--- config.mk ---
export PLATFORM = sky130hd
export DESIGN_NAME = ahb_master_arbiter
export DESIGN_NICKNAME = d
export VERILOG_FILES = /design/src/rtl/ahb_master_arbiter_pkg.sv /design/src/rtl/ahb_master_arbiter.sv
export SDC_FILE = /design/constraint.sdc
export NUM_CORES = 1
export LEC_CHECK = 0
export BUFFER_PORTS_ARGS = -buffer_cell sky130_fd_sc_hd__buf_4
export CAP_MARGIN = 30
export CORE_AREA = 2 2 125 127
export CTS_BUF_LIST = sky130_fd_sc_hd__clkbuf_16
export CTS_CLUSTER_DIAMETER = 40
export DETAILED_ROUTE_END_ITERATION = 16
export DIE_AREA = 0 0 127 129
export MAX_ROUTING_LAYER = met4
export SLEW_MARGIN = 0
export SYNTH_ARGS = -nofsm -noshare
export SYNTH_HDL_FRONTEND = slang
export SYNTH_SLANG_ARGS = --single-unit
--- constraint.sdc ---
create_clock -name CLK -period 1.4 [get_ports CLK]
set_input_delay 0.14 -clock CLK [delete_from_list [all_inputs] [get_ports CLK]]
set_output_delay 0.14 -clock CLK [all_outputs]
set_load 0.02 [all_outputs]
--- src/rtl/ahb_master_arbiter_pkg.sv ---
// Shared types and constants for the two-master AHB-Lite arbiter.
package ahb_master_arbiter_pkg;

    typedef enum logic [1:0] {
        HTRANS_IDLE   = 2'b00,
        HTRANS_BUSY   = 2'b01,
        HTRANS_NONSEQ = 2'b10,
        HTRANS_SEQ    = 2'b11
    } htrans_t;

    localparam logic [2:0] HBURST_SINGLE = 3'b000;

    typedef logic master_id_t;

    localparam master_id_t MASTER_0 = 1'b0;
    localparam master_id_t MASTER_1 = 1'b1;

    // An address phase after which the grant may move: the owner is idle, or
    // it is issuing a SINGLE that is accepted on this edge.
    function automatic logic is_switch_point(htrans_t trans, logic [2:0] burst);
        return (trans == HTRANS_IDLE) ||
               ((trans == HTRANS_NONSEQ) && (burst == HBURST_SINGLE));
    endfunction

endpackage

--- src/rtl/ahb_master_arbiter.sv ---
// Two-master AHB-Lite arbiter. Grants the address phase to one master at a
// time and tracks data-phase ownership separately so pipelined transfers are
// never mixed. The non-granted master is stalled with hready low.
module ahb_master_arbiter
    import ahb_master_arbiter_pkg::*;
#(
    parameter int unsigned DEFAULT_MASTER = 0,
    parameter bit          RR_ENABLE      = 1'b1
) (
    input  logic        CLK,
    input  logic        nRST,
    // master 0 (data)
    input  logic [31:0] m0_haddr_i,
    input  logic [2:0]  m0_hburst_i,
    input  logic [2:0]  m0_hsize_i,
    input  logic [1:0]  m0_htrans_i,
    input  logic        m0_hwrite_i,
    input  logic [31:0] m0_hwdata_i,
    output logic [31:0] m0_hrdata_o,
    output logic        m0_hready_o,
    output logic        m0_hresp_o,
    // master 1 (instruction fetch)
    input  logic [31:0] m1_haddr_i,
    input  logic [2:0]  m1_hburst_i,
    input  logic [2:0]  m1_hsize_i,
    input  logic [1:0]  m1_htrans_i,
    input  logic        m1_hwrite_i,
    input  logic [31:0] m1_hwdata_i,
    output logic [31:0] m1_hrdata_o,
    output logic        m1_hready_o,
    output logic        m1_hresp_o,
    // shared link to the decode mux
    output logic [31:0] bus_haddr_o,
    output logic [2:0]  bus_hburst_o,
    output logic [2:0]  bus_hsize_o,
    output logic [1:0]  bus_htrans_o,
    output logic        bus_hwrite_o,
    output logic [31:0] bus_hwdata_o,
    input  logic [31:0] bus_hrdata_i,
    input  logic        bus_hready_i,
    input  logic        bus_hresp_i,
    output logic        grant
);

    localparam master_id_t DEF_ID = master_id_t'(DEFAULT_MASTER[0]);

    master_id_t grant_q, grant_d;
    master_id_t dp_owner_q, dp_owner_d;
    logic       dp_active_q, dp_active_d;

    htrans_t    g_htrans;
    logic [2:0] g_hburst;
    master_id_t other_id;
    logic       other_req;

    assign g_htrans  = htrans_t'(grant_q ? m1_htrans_i : m0_htrans_i);
    assign g_hburst  = grant_q ? m1_hburst_i : m0_hburst_i;
    assign other_id  = ~grant_q;
    // BUSY counts as a request: anything other than IDLE.
    assign other_req = (other_id ? m1_htrans_i : m0_htrans_i) != 2'(HTRANS_IDLE);

    // Ownership registers; advance only when the bus accepts the current phase.
    always_ff @(posedge CLK or negedge nRST) begin
        if (!nRST) begin
            grant_q     <= DEF_ID;
            dp_owner_q  <= DEF_ID;
            dp_active_q <= 1'b0;
        end else begin
            // NOTE: non-blocking so every register samples pre-edge values.
            grant_q     <= grant_d;
            dp_owner_q  <= dp_owner_d;
            dp_active_q <= dp_active_d;
        end
    end

    // Next-state: data phase follows the accepted address phase; grant moves
    // only at a switch point and only towards a requesting master.
    always_comb begin
        // NOTE: hold values assigned first so no path leaves a latch behind.
        grant_d     = grant_q;
        dp_owner_d  = dp_owner_q;
        dp_active_d = dp_active_q;
        if (bus_hready_i) begin
            dp_active_d = (g_htrans == HTRANS_NONSEQ) || (g_htrans == HTRANS_SEQ);
            dp_owner_d  = grant_q;
            if (is_switch_point(g_htrans, g_hburst) && other_req &&
                (RR_ENABLE || (other_id == MASTER_0))) begin
                grant_d = other_id;
            end
        end
    end

    // Bus muxing: address phase from the granted master, write data from the
    // data-phase owner, read data broadcast.
    always_comb begin
        bus_haddr_o  = grant_q ? m1_haddr_i  : m0_haddr_i;
        bus_hburst_o = grant_q ? m1_hburst_i : m0_hburst_i;
        bus_hsize_o  = grant_q ? m1_hsize_i  : m0_hsize_i;
        bus_hwrite_o = grant_q ? m1_hwrite_i : m0_hwrite_i;
        bus_hwdata_o = dp_owner_q ? m1_hwdata_i : m0_hwdata_i;
        // NOTE: nRST gates the transfer type directly so the bus goes IDLE the
        // instant reset asserts, not at the next clock edge.
        bus_htrans_o = nRST ? 2'(g_htrans) : 2'(HTRANS_IDLE);
        m0_hrdata_o  = bus_hrdata_i;
        m1_hrdata_o  = bus_hrdata_i;
    end

    // A master sees hready while it owns the address phase or its data phase
    // is in flight; hresp only belongs to the data-phase owner.
    assign m0_hready_o = nRST && bus_hready_i &&
                         ((grant_q == MASTER_0) || (dp_active_q && (dp_owner_q == MASTER_0)));
    assign m1_hready_o = nRST && bus_hready_i &&
                         ((grant_q == MASTER_1) || (dp_active_q && (dp_owner_q == MASTER_1)));
    assign m0_hresp_o  = nRST && bus_hresp_i && dp_active_q && (dp_owner_q == MASTER_0);
    assign m1_hresp_o  = nRST && bus_hresp_i && dp_active_q && (dp_owner_q == MASTER_1);

    assign grant = grant_q;

endmodule

==> key figures <==
Outcome
  – Run status: complete, but fails checks
  – Failing checks: negative setup slack

Pwr
  – Overall Power: 4.228 mW
  – IR drop worst, VDD: 0.4910 mV
  – Leak: 2.003 nW
  – Power Density: 1085 mW/mm2

Worst setup path
  – Max FO, Critical Path: 8
  – Crit Reg-Reg Startpoint: grant
  – Slowest cell on crit path: dfrtp_2
  – Worst setup SP type: flop
  – Most common cell on crit path: buf_4
  – FF-to-FF End: dp_active_q
  – Critical path endpoint category: output pin
  – WP data required: 1260 ps
  – Crit-path max cell delay: 480 ps
  – Worst reg-to-reg path cell count: 4
  – Critical-path cell list: buf_4, buf_6, mux2_4, buf_4
  – Critical Path AT: 1450 ps
  – Crit path kind: reg -> out
  – Reg-to-reg slack, setup: 180 ps

Layout
  – Share of layout cells above drive strength 1: 93.26%
  – Area Growth Syn to Fin: 123.7%
  – Nets: 539
  – Final core occ: 26.02%
  – Fillers: 1552
  – Diodes inserted: 0

Detailed routing
  – Avg WL per Cell: 15.66 um
  – Initial DRC count: 40
  – Routed WL: 8.517 mm
  – Via count: 1964
  – Via-to-Cell Ratio: 3.610
  – DRT Pass-1 Iters: 4
  – Final ANT Viol Nets: 0
  – DRC violations left: 0

GRT
  – GR Util All Layers: 8.876%
  – Largest net degree at the start of global routing: 19
  – Vias in the first global route: 2080
  – Initial antenna violation count: 0
  – Total grt overflow: 0
  – Global-route wire length before repair: 11.18 mm

Yosys
  – Synthesized cell area: 0.001742 mm2
  – Yosys cell types: 17
  – #FFs+latches synth: 3
  – Yosys top cell by area: mux2_4
  – Syn Nets: 353
  – Sequential area share after synthesis: 4.310%
  – Dominant cells by area after synthesis: mux2_4 (33%), buf_4 (28%), mux2_2 (21%)
  – Syn avg cell area: 10.19 um2
  – Post-synth top area share: 32.76%
  – Synth warn: 0
  – Mapped Cells: 171

Hold path
  – Hold EP: dp_active_q
  – Hold Path Depth: 2
  – Min-delay worst type: in -> reg
  – Hold Startpoint: bus_hready_i

Clock network
  – Worst-Skew Late Latency: 220 ps
  – CTS H-Tree Depth: 1
  – CTS Buf Count: 3
  – Clock transition at path regs: 30 ps
  – CTS tree: built
  – Clk sink count: 3
  – Clock buffer depth: 2
  – Root Driver: clkbuf_16

Timing
  – Worst-margin pin slew: 240.4 ps
  – Final Hold Vio Count: 0
  – RSZ-0062 raised after global routing: true
  – Hold WS: 159.5 ps
  – Final Setup Violations: 75
  – Rel. slew slack: 83.83%
  – Fmax: 0.6286 GHz
  – Post-layout minimum cycle time: 1591 ps
  – Setup ws final: -190.8 ps
  – Final period utilization: 113.6%
  – Final setup skew: 1.097 ps
  – Final Max Tran Viols: 0
  – Setup TNS: -9680 ps

Placed design
  – GP Congestion: 0.7487
  – Place WS: -31.20 ps
  – Hpwl dp: 6.608 mm
  – Port Buffers: 227

Floorplanning
  – Cell Rows: 45
  – Initial Utilization: 11.63%
  – Area of the die: 0.01638 mm2
  – Die width: 127 um
  – Core ar.: 0.01498 mm2
  – Die Y: 129 um
  – Ports: 324

Job
  – Max-Cap Viols: 0
per-stage QoR:
| stage | area, um2 | std cells |
|---|---|---|
| 3_3_place_gp | 3178 | 520 |
| 2_1_floorplan | 1742 | 171 |
| 4_1_cts | 3652 | 536 |
| 6_report | 3896 | 544 |
| 3_5_place_dp | 3178 | 520 |
| 5_1_grt | 3896 | 544 |
area by class of cell:
cell class | instances | area (um2) | area share (%)
Timing Repair Buffer | 254 | 2352 | 60.37
Clock buffer | 3 | 75.07 | 1.927
Tap cell | 188 | 235.2 | 6.037
Sequential cell | 3 | 77.57 | 1.991
Clock inverter | 1 | 3.754 | 0.09634
Inverter | 2 | 7.507 | 0.1927
Multi-Input combinational cell | 93 | 1145 | 29.38
repair_timing:
| item | 4_1_cts | 5_1_grt |
|---|---|---|
| cloned | 4 | 5 |
| endpoints found under the hold margin | 3 | 0 |
| endpoints found under the setup margin | 75 | 76 |
| buffers inserted | 8 | 4 |
| hold buffers | 1 | 0 |
| resized for setup | 65 | 30 |
| pin swaps | 0 | 1 |
metal layers:
layer  GRT usage, %  vias up  share of wire, %
met4          2.327        0               1.6
li1               -      906                 -
met3          3.160       21                12
met2          16.32      147                52
met5              -        -                 0
met1          8.962      890                35
report_power, final:
group          switching (mW)  leakage [nW]  internal (mW)
logic                    1.45          1.93           2.18
clock network          0.0740        0.0423          0.368
registers              0.0408        0.0335          0.111
total                    1.57          2.00           2.66
cells in the mapped netlist:
cell,number
a21oi_1,3
a22o_1,1
buf_4,64
buf_6,9
dfrtp_1,3
inv_1,2
mux2_2,33
mux2_4,38
mux2i_1,2
nand2_1,3
nand3_1,1
nor2_1,5
nor2b_1,2
nor4b_2,1
o2111ai_1,1
o21ai_0,1
o31ai_1,2
registers in the layout (all words and copies together) (netlist names):
name         count
dp_active_q      1
grant            1
dp_owner_q       1
cells in the final DEF (no fill, tap or decap), types with 2 or more instances in the layout:
cell type / count
a21oi_1: 3
buf_12: 3
buf_16: 4
buf_4: 175
buf_6: 66
clkbuf_16: 7
dfrtp_2: 2
inv_1: 2
mux2_2: 16
mux2_4: 55
nand2_1: 3
nor2_1: 5
nor2b_1: 2
o31ai_1: 2
worst max-delay path: cells and delay by family (launching register included):
| kind | cells | cell delay [ps] |
|---|---|---|
| buffers and inverters | 3 | 460 |
| flip-flops | 1 | 480 |
| multiplexers | 1 | 290 |
how the worst max path moves through the flow:
stage,start,endpoint,depth (start not counted)
2_1_floorplan,grant,bus_haddr_o[0],3
3_3_place_gp,grant,bus_haddr_o[24],3
3_5_place_dp,grant,bus_haddr_o[14],3
4_1_cts,grant,bus_hsize_o[1],4
5_1_grt,grant,bus_haddr_o[3],4
6_report,grant,bus_hsize_o[1],4
cell families (layout without fill, tap and decap cells):
logic type | count (synthesis) | in the layout | synth area share [%]
compound gates | 8 | 8 | 3.017
buf+inv | 75 | 260 | 33.84
flops | 3 | 3 | 4.310
mux | 73 | 73 | 55.24
simple gates | 12 | 12 | 3.591
Note: power is estimated with default switching activity, not from simulation.
